**config.mk**
```make
export PLATFORM = sky130hd
export DESIGN_NAME = exp5_unidade_controle
export DESIGN_NICKNAME = d
export VERILOG_FILES = /design/src/rtl/exp5_unidade_controle.sv
export SDC_FILE = /design/constraint.sdc
export NUM_CORES = 1
export LEC_CHECK = 0
export ABC_AREA = 0
export BUFFER_PORTS_ARGS = -buffer_cell sky130_fd_sc_hd__buf_2
export CAP_MARGIN = 20
export CORE_UTILIZATION = 57
export DETAILED_ROUTE_END_ITERATION = 8
export PLACE_DENSITY = 0.82
export SLEW_MARGIN = 30
export SYNTH_ARGS = -nofsm -noshare
export SYNTH_HDL_FRONTEND = slang
export SYNTH_SLANG_ARGS = --single-unit
```
**constraint.sdc**
```tcl
create_clock -name clock -period 2.5 [get_ports clock]
set_input_delay 0.125 -clock clock [delete_from_list [all_inputs] [get_ports clock]]
set_output_delay 0.125 -clock clock [all_outputs]
set_load 0.01 [all_outputs]
```
**src/rtl/exp5_unidade_controle.sv**
```systemverilog
// Moore control unit for the memory game: sequences address/round counters and the
// play register, judges each play, and ends the game on error, win or per-play timeout.
module exp5_unidade_controle #(
  parameter int unsigned TIMEOUT = 5000
) (
  input  logic       clock,
  input  logic       reset,
  input  logic       iniciar,
  input  logic       jogada,
  input  logic       igual,
  input  logic       fimE,
  input  logic       fimL,
  output logic       zeraE,
  output logic       contaE,
  output logic       zeraL,
  output logic       contaL,
  output logic       zeraR,
  output logic       registraR,
  output logic       pronto,
  output logic       acertou,
  output logic       errou,
  output logic       timeout,
  output logic [3:0] db_estado
);

  localparam logic [3:0] INICIAL        = 4'h0;
  localparam logic [3:0] PREPARACAO     = 4'h1;
  localparam logic [3:0] INICIO_RODADA  = 4'h2;
  localparam logic [3:0] ESPERA_JOGADA  = 4'h3;
  localparam logic [3:0] REGISTRA       = 4'h4;
  localparam logic [3:0] COMPARACAO     = 4'h5;
  localparam logic [3:0] PROXIMO        = 4'h6;
  localparam logic [3:0] PROXIMA_RODADA = 4'h7;
  localparam logic [3:0] FIM_ACERTOU    = 4'hC;
  localparam logic [3:0] FIM_ERROU      = 4'hD;
  localparam logic [3:0] FIM_TIMEOUT    = 4'hE;

  localparam int unsigned TW = (TIMEOUT > 2) ? $clog2(TIMEOUT) : 1;
  localparam logic [TW-1:0] TIMER_MAX = TW'(TIMEOUT - 1);

  logic [3:0]    estado_atual;
  logic [3:0]    proximo_estado;
  logic [TW-1:0] timer;

  always_ff @(posedge clock or posedge reset) begin
    if (reset) begin
      estado_atual <= INICIAL;
    end else begin
      estado_atual <= proximo_estado;
    end
  end

  // Counts only while waiting for a play; any other state clears it, so every
  // entry into espera_jogada starts a fresh window.
  always_ff @(posedge clock or posedge reset) begin
    if (reset) begin
      timer <= '0;
    end else if (estado_atual == ESPERA_JOGADA) begin
      timer <= timer + 1'b1;
    end else begin
      timer <= '0;
    end
  end

  always_comb begin
    proximo_estado = INICIAL;
    case (estado_atual)
      INICIAL:        proximo_estado = iniciar ? PREPARACAO : INICIAL;
      PREPARACAO:     proximo_estado = INICIO_RODADA;
      INICIO_RODADA:  proximo_estado = ESPERA_JOGADA;
      ESPERA_JOGADA: begin
        if (jogada)                  proximo_estado = REGISTRA;
        else if (timer == TIMER_MAX) proximo_estado = FIM_TIMEOUT;
        else                         proximo_estado = ESPERA_JOGADA;
      end
      REGISTRA:       proximo_estado = COMPARACAO;
      COMPARACAO: begin
        if (!igual)     proximo_estado = FIM_ERROU;
        else if (!fimE) proximo_estado = PROXIMO;
        else if (!fimL) proximo_estado = PROXIMA_RODADA;
        else            proximo_estado = FIM_ACERTOU;
      end
      PROXIMO:        proximo_estado = ESPERA_JOGADA;
      PROXIMA_RODADA: proximo_estado = INICIO_RODADA;
      FIM_ACERTOU:    proximo_estado = iniciar ? PREPARACAO : FIM_ACERTOU;
      FIM_ERROU:      proximo_estado = iniciar ? PREPARACAO : FIM_ERROU;
      FIM_TIMEOUT:    proximo_estado = iniciar ? PREPARACAO : FIM_TIMEOUT;
      default:        proximo_estado = INICIAL;
    endcase
  end

  always_comb begin
    zeraE     = 1'b0;
    contaE    = 1'b0;
    zeraL     = 1'b0;
    contaL    = 1'b0;
    zeraR     = 1'b0;
    registraR = 1'b0;
    pronto    = 1'b0;
    acertou   = 1'b0;
    errou     = 1'b0;
    timeout   = 1'b0;
    case (estado_atual)
      PREPARACAO: begin
        zeraE = 1'b1;
        zeraL = 1'b1;
        zeraR = 1'b1;
      end
      INICIO_RODADA:  zeraE     = 1'b1;
      REGISTRA:       registraR = 1'b1;
      PROXIMO:        contaE    = 1'b1;
      PROXIMA_RODADA: contaL    = 1'b1;
      FIM_ACERTOU: begin
        pronto  = 1'b1;
        acertou = 1'b1;
      end
      FIM_ERROU: begin
        pronto = 1'b1;
        errou  = 1'b1;
      end
      FIM_TIMEOUT: begin
        pronto  = 1'b1;
        errou   = 1'b1;
        timeout = 1'b1;
      end
      default: ;
    endcase
  end

  assign db_estado = estado_atual;

endmodule
```
==> Word-level counts from Yosys, hierarchy flattened <==
Cells that the tools add are included.
{ "totals": {"reg_bits": 17, "out_inout_bits": 14} }
{ "classes": {"n_eq_ne": 11, "muxes": 20, "n_reduce_logical": 6, "n_addsub": 1} }
{ "op_table": {"columns": ["cell", "count"], "rows": [
  ["case mux 4 bit (9 select lines)", 1],
  ["2-to-1 mux 4 bit", 8],
  ["== test 4 x 3 -> 1 bit (second input constant)", 4],
  ["adder 13 x 1 -> 13 bit (second input constant)", 1],
  ["== test 13 bit (second input constant)", 1],
  ["2-to-1 mux 13 bit", 1],
  ["== test 4 bit (second input constant)", 3],
  ["2-to-1 mux 1 bit", 10],
  ["== test 4 x 2 -> 1 bit (second input constant)", 2],
  ["OR reduction 2 bit", 4],
  ["== test 4 x 1 -> 1 bit (second input constant)", 1],
  ["zero test 4 bit", 1],
  ["OR reduction 3 bit", 1]
]} }

==> Logic depth before layout (Yosys ltp) <==
Gate-level depths: netlist of the first run.
{ "logic_depth": {"ltp_word": 4, "ltp_mapped": 5, "mapped_depth_nobuf": 5} }

==> Least setup slack after synthesis of the first run <==
OpenSTA, ideal clock, no wires.
{ "synth_timing": {"path_kind": "register to output", "startpoint": "reg estado_atual[0], in the netlist db_estado[0]", "endpoint": "out zeraR", "t_arrival_ns": 1.556, "path_stages_with_launch": 5, "path_slack_ns": 0.819, "path_cell_list": "dfrtp_1 > clkbuf_1 > buf_2 > nor4b_1 > buf_4"} }
{ "synth_between": {"elab_chain_cells": 2} }
{ "synth_rtl": {"columns": ["item", "line_no", "source"], "rows": [
  ["start, declared", "41", "logic [3:0] estado_atual;"],
  ["start signal, assigned", "49", "estado_atual <= proximo_estado;"],
  ["== test 4 x 1 -> 1 bit", null, null],
  ["2-to-1 mux 1 bit", null, null],
  ["end, declared", "17", "output logic zeraR,"]
]} }
Every way passes these cells.

==> Worst setup path in the final report of the first run <==
{ "layout_timing": {"startpoint": "reg estado_atual[1], in the netlist db_estado[1]", "endpoint": "reg estado_atual[0], in the netlist db_estado[0]"} }
{ "layout_between": {"elab_chain_cells": 3, "word_cells_on_any_way": 14} }
{ "layout_rtl": {"columns": ["item", "line_no", "source"], "rows": [
  ["== test 4 x 3 -> 1 bit (tied with other cells)", "67", "case (estado_atual)"],
  ["OR reduction 2 bit (no source line)", null, null],
  ["case mux 4 bit (9 select lines) *", "67", null],
  ["named net proximo_estado[0]", "42", "logic [3:0] proximo_estado;"]
]} }
The timed path passes the listed nets; every way through them passes the cells marked *.

==> results of run 1 <==
==> cell usage in the layout (no fill, tap or decap), types with 3 or more instances in the layout <==
cell type	synthesis	layout
a21oi_1	7	7
buf_2	3	20
clkbuf_4	0	3
dfrtp_1	17	17
inv_1	3	3
nand2_1	7	7
nand2b_1	4	4
nand3_1	4	4
nand4_1	3	3
nor2_1	15	15
nor3_1	6	6
o21ai_0	4	4
xnor2_1	4	4
xor2_1	6	6
==> kinds of logic after synthesis <==
family,Yosys count,share of synthesized area
fa+ha+maj,1,0.01205
flops,17,0.4096
buf+inv,10,0.04337
xor+xnor,10,0.08433
compound gates,19,0.1157
simple gates,56,0.3350
==> flip-flops by register name, indices dropped and copies added (netlist names) <==
register / flops
timer: 13
db_estado: 4
==> area by class of cell <==
cell class	instances	share of cell area
sequential	17	0.3625
inverter	3	0.009595
clock inverter	1	0.004264
tap	25	0.02665
multi-input combinational	86	0.4840
clock buffer	3	0.01919
timing repair buffer	21	0.09382
==> Yosys cell counts, types with 2 or more instances <==
library cell  instances
o21ai_0               4
and2_1                2
nand3_1               4
inv_1                 3
clkbuf_1              3
nand2_1               7
nor3_1                6
buf_2                 3
nor4b_1               2
nand2b_1              4
dfrtp_1              17
xnor2_1               4
nand4_1               3
xor2_1                6
o31ai_1               2
nor2_1               15
a21oi_1               7
or3_1                 2
==> where the power goes <==
group	total (mW)	internal, mW	switching, mW
clock	0.146	0.0594	0.0870
combinational	0.341	0.145	0.196
sequential	0.424	0.311	0.113
==> what timing repair did <==
item	CTS	global route
buffers inserted	0	0
hold endpoints to repair	17	0
hold buffers	1	0
==> path summary, 6_finish.rpt <==
kind                         startpoint            to  slack [ns]  cells after the start
max                        db_estado[1]  db_estado[0]        0.61                      4
min                              jogada  db_estado[3]        0.06                      2
max reg2reg                db_estado[1]  db_estado[0]        0.61                      4
min reg2reg                    timer[0]      timer[0]        0.53                      1
max in group asynchronous         reset      timer[4]        1.65                      3
min in group asynchronous         reset     timer[10]        0.45                      3
==> stage by stage <==
stage	area [µm²]	power, mW	setup slack [ns]	hold WS (ns)	cells
after detailed placement	1136	0.7685	0.6725	0.2358	151
after floorplan	1039	0.6746	0.8191	0.05107	113
final	1174	0.9116	0.6050	0.05686	156
after CTS	1174	0.9162	0.6607	0.04955	156
after global routing	1174	0.9720	0.4717	0.06212	156
after global placement	1136	0.7496	0.7929	0.2259	151
==> worst reg2reg max path: cells and delay by family (launching register included) <==
kind | cells | cell delay (ns)
AOI/OAI and AO/OA | 2 | 0.19
DFF | 1 | 0.67
and+or+nand+nor | 2 | 0.95
==> per-layer routing <==
layer	share of wire	up-vias
li1	-	437
met1	0.47	412
met2	0.48	29
met3	0.042	0
met4	0	0
met5	0	-
==> results.toml, run 1 <==
[worst_setup_path]
cp_num_buf_inv = 0
arrival_ns = 2.09
startpoint_type = "flip-flop"
slowest_stage = "dfrtp_1"
cp_top_family = "simple AND/OR/NAND/NOR gates"
max_stage_delay_ns = 0.67
required_ns = 2.69
cp_max_fo = 17
path_class = "flip-flop to flip-flop"
endpoint_kind = "flip-flop"
crit_chain = "nand4bb_1 -> nor2_1 -> a32oi_1 -> o31ai_1"

[detailed_routing]
wire_per_inst_um = 13.17
drt_pass1_iterations = 4
route.vias.total = 878
drc = 0
viasPerCell = 5.628
drtIter0Drc = 21
wl_um = 2054
ant_nets = 0

[clocking]
clock_latency_ns = 0.29
h-tree-depth = 1
clockRootBuffer = "clkbuf_4"
tritoncts = "done"
numCtsBuffers = 3
clockBufferDepth = 2
cts.reportedPaths.clkPinSlew_ns = 0.10
post_cts_resized = 0
cts_sinks = 17

[cells_and_area]
final-seq-area_um2 = 425.4
drive_above_1_share = 0.2443
multiInputGateArea_um2 = 568.0
areaGrowthSynthToFinish_pct = 13.01
fill_cells = 148
utilization = 0.6872
fin_nets = 140
n_antenna_cell = 0

[timing]
rsz0062_at_grt = "false"
fin_crit_sh = 0.7580
setup_viol = 0
hold_violations = 0
drv_slew = 0
tns_ns = 0
fmax_mhz = 527.7
slew_headroom = 0.5216
min_period_ns = 1.895
fin_skew_ns = 0.001855
worstMarginPinSlew_ns = 0.7135

[floorplan]
ios = 21
num_rows = 15
core_area_um2 = 1708
die_w_um = 44.69
initial_core_util = 0.6081
fp.dieArea_um2 = 1997
die_height_um = 44.69

[global_route]
grt_util_all_layers = 0.2341
grt_pass1_wl_um = 3415
antenna_found_initial = 0
grtUsageMet3 = 0.02449
top_usage_layer = "met2"
use_met1 = 0.3255
grt_max_degree = 19
grt_pass1_vias = 773
grt_use_met2 = 0.3941
grt_overflow_total = 0

[synth]
syn_avg_cell_area_um2 = 9.190
syn_area_um2 = 1038
synth_nets = 121
synth_top_flop_cell = "dfrtp_1"
synth_cells = 113
yosys.area.top_type = "dfrtp_1"
synth.top_cell.area_share = 0.4096
async_flop_share = 1.000
synthTopCellsByArea = "dfrtp_1 41%, nor2_1 5.4%, xor2_1 5.1%, a21oi_1 3.4%, xnor2_1 3.4%"
yosysSeqAreaShare = 0.4096
synth.distinct_cells = 37
ys_ff_latch = 17
synth-edff-count = 0
yosys_warnings = 0

[placement]
gp_congestion = 0.7895
dp_hpwl_um = 1487
io_buffer_count = 20

[pwr]
vdd_drop_max_mv = 0.7283
p_per_area_nw_per_um2 = 776.7
power_leakage_nw = 0.5347

[hold_path]
hp-class = "input pin to flip-flop"

[status]
outcome = "completed"

[run]
maxCapViolCount = 0
Power figures use the tool's default switching activity.
==> run 2: changes to the inputs <==
--- a/config.mk
+++ b/config.mk
@@ -8,9 +8,9 @@
 export ABC_AREA = 0
 export BUFFER_PORTS_ARGS = -buffer_cell sky130_fd_sc_hd__buf_2
 export CAP_MARGIN = 20
-export CORE_UTILIZATION = 57
+export CORE_UTILIZATION = 53
 export DETAILED_ROUTE_END_ITERATION = 8
-export PLACE_DENSITY = 0.82
+export PLACE_DENSITY = 0.77
 export SLEW_MARGIN = 30
 export SYNTH_ARGS = -nofsm -noshare
 export SYNTH_HDL_FRONTEND = slang
==> constraint.sdc (replaced) <==
create_clock -name clock -period 1.8 [get_ports clock]
set_input_delay 0.09 -clock clock [delete_from_list [all_inputs] [get_ports clock]]
set_output_delay 0.09 -clock clock [all_outputs]
set_load 0.01 [all_outputs]
==> run 2 against run 1 <==
Compared with the run above:
- clock skew is 0.0071 ns higher
- power is 43% higher
- via count is 0.80% higher
- die area is 7.2% higher
- final cell count is 1.3% higher
- critical path depth is 2 lower
- critical path type is now flip-flop to output port
- critical endpoint is now zeraL
- largest power group unchanged
- highest routed layer is now met4
==> results.toml, run 2 (synthesis results as in run 1) <==
[status]
outcome = "completed"

[detailed_routing]
drtIter0Drc = 23
drt_pass1_iterations = 4
wire_per_inst_um = 12.67
ant_nets = 0
viasPerCell = 5.601
wl_um = 2002
drc = 0
route.vias.total = 885

[cells_and_area]
final_common_cell = "buf_2"
n_antenna_cell = 0
final_cell_mix = "20 x buf_2, 17 x dfrtp_1, 15 x nor2_1, 7 x nand2_1, 7 x a21oi_1"
areaGrowthSynthToFinish_pct = 14.46
largest_reg_flops = 13
largest-register = "timer"
fin_nets = 142
drive_above_1_share = 0.2556
fin_area_um2 = 1189
fill_cells = 155

[worst_setup_path]
rrSetupSlack_ns = 0.27
arrival_ns = 1.48
r2r_end = "db_estado[0]"
startpoint_type = "flip-flop"
endpoint_kind = "output port"
cp_max_fo = 18
r2r_start = "timer[0]"
required_ns = 1.71
path_class = "flip-flop to output port"
startpoint = "db_estado[0]"
ff2ff_path_depth = 5

[clocking]
clockBufferDepth = 2
clock_latency_ns = 0.29
cts_sinks = 17
clockRootBuffer = "clkbuf_4"
cts.reportedPaths.clkPinSlew_ns = 0.08
cts_setup_buffers = 0
cts_hold_buf = 1
h-tree-depth = 1
post_cts_resized = 0
tritoncts = "done"
numCtsBuffers = 3

[timing]
setup_viol = 0
slew_headroom = 0.5800
fmax_mhz = 636.7
worstMarginPinSlew_ns = 0.6293
fin_crit_sh = 0.8726
tns_ns = 0
drv_slew = 0
min_period_ns = 1.571
hold_violations = 0
rsz0062_at_grt = "false"
fin_skew_ns = 0.008943

[pwr]
vdd_drop_max_mv = 0.7441
power_leakage_nw = 0.5437
p_per_area_nw_per_um2 = 1095
total_power_mw = 1.302

[global_route]
grt_pass1_vias = 768
grt_max_degree = 19
antenna_found_initial = 0
grt_util_all_layers = 0.2288
grt_overflow_total = 0
grt_pass1_wl_um = 3422

[run]
maxCapViolCount = 0

[placement]
placed_cell_area_um2 = 1151
io_buffer_count = 20
dp_hpwl_um = 1482
gp_congestion = 0.7573

[floorplan]
num_rows = 15
initial_core_util = 0.5825
fp.dieArea_um2 = 2140
ios = 21
core_area_um2 = 1783
die_height_um = 46.27
die_w_um = 46.27

[hold_path]
holdPathStages = 2
hp-class = "input pin to flip-flop"
hp-start = "jogada"
min_to = "db_estado[3]"
## run 2: through the flow
| step | setup slack (ns) | utilization | instances | hold WS, ns |
|---|---|---|---|---|
| 2_1_floorplan | 0.1541 | - | 113 | 0.01607 |
| 3_3_place_gp | 0.3593 | 0.6456 | 153 | 0.1940 |
| 3_5_place_dp | 0.2951 | 0.6456 | 153 | 0.1997 |
| 4_1_cts | 0.2095 | 0.6667 | 158 | 0.01828 |
| 5_1_grt | 0.05890 | 0.6667 | 158 | 0.01640 |
| 6_report | 0.2293 | 0.6667 | 158 | 0.02842 |
## run 2: worst max-delay path by stage
stage          slack [ns]  cells past startpoint           end
4_1_cts              0.21                      2         zeraR
3_5_place_dp         0.30                      5  db_estado[0]
6_report             0.23                      2         zeraL
2_1_floorplan        0.15                      4         zeraR
5_1_grt              0.06                      2         zeraL
3_3_place_gp         0.36                      5  db_estado[0]
## run 2: per-layer routing
metal | part of all wire | global-route usage | routed length (µm) | vias up
met3 | 0.048 | 0.07059 | 96 | 2
met1 | 0.47 | 0.3154 | 950 | 410
met4 | 0.0020 | 0.06471 | 4 | 0
met2 | 0.47 | 0.3437 | 950 | 26
met5 | 0 | 0 | 0 | -
li1 | - | - | - | 447
## run 2: worst max-delay path, stage by stage, from the launching register on
cell	delay [ns]
dfrtp_1	0.67
nor4b_1	0.33
buf_2	0.19
## run 2: final cells by class
class / instances / area (µm²) / share of cell area
tap: 25 / 31.28 / 0.02632
timing repair buffer: 23 / 125.1 / 0.1053
clock inverter: 1 / 5.005 / 0.004211
clock buffer: 3 / 22.52 / 0.01895
sequential: 17 / 425.4 / 0.3579
inverter: 3 / 11.26 / 0.009474
multi-input combinational: 86 / 568.0 / 0.4779
## run 2: report_power, final
group          total [mW]  internal (mW)  leakage [nW]  switching, mW
Sequential          0.593          0.432         0.230          0.161
Clock               0.198         0.0828        0.0177          0.115
Combinational       0.512          0.236         0.296          0.276
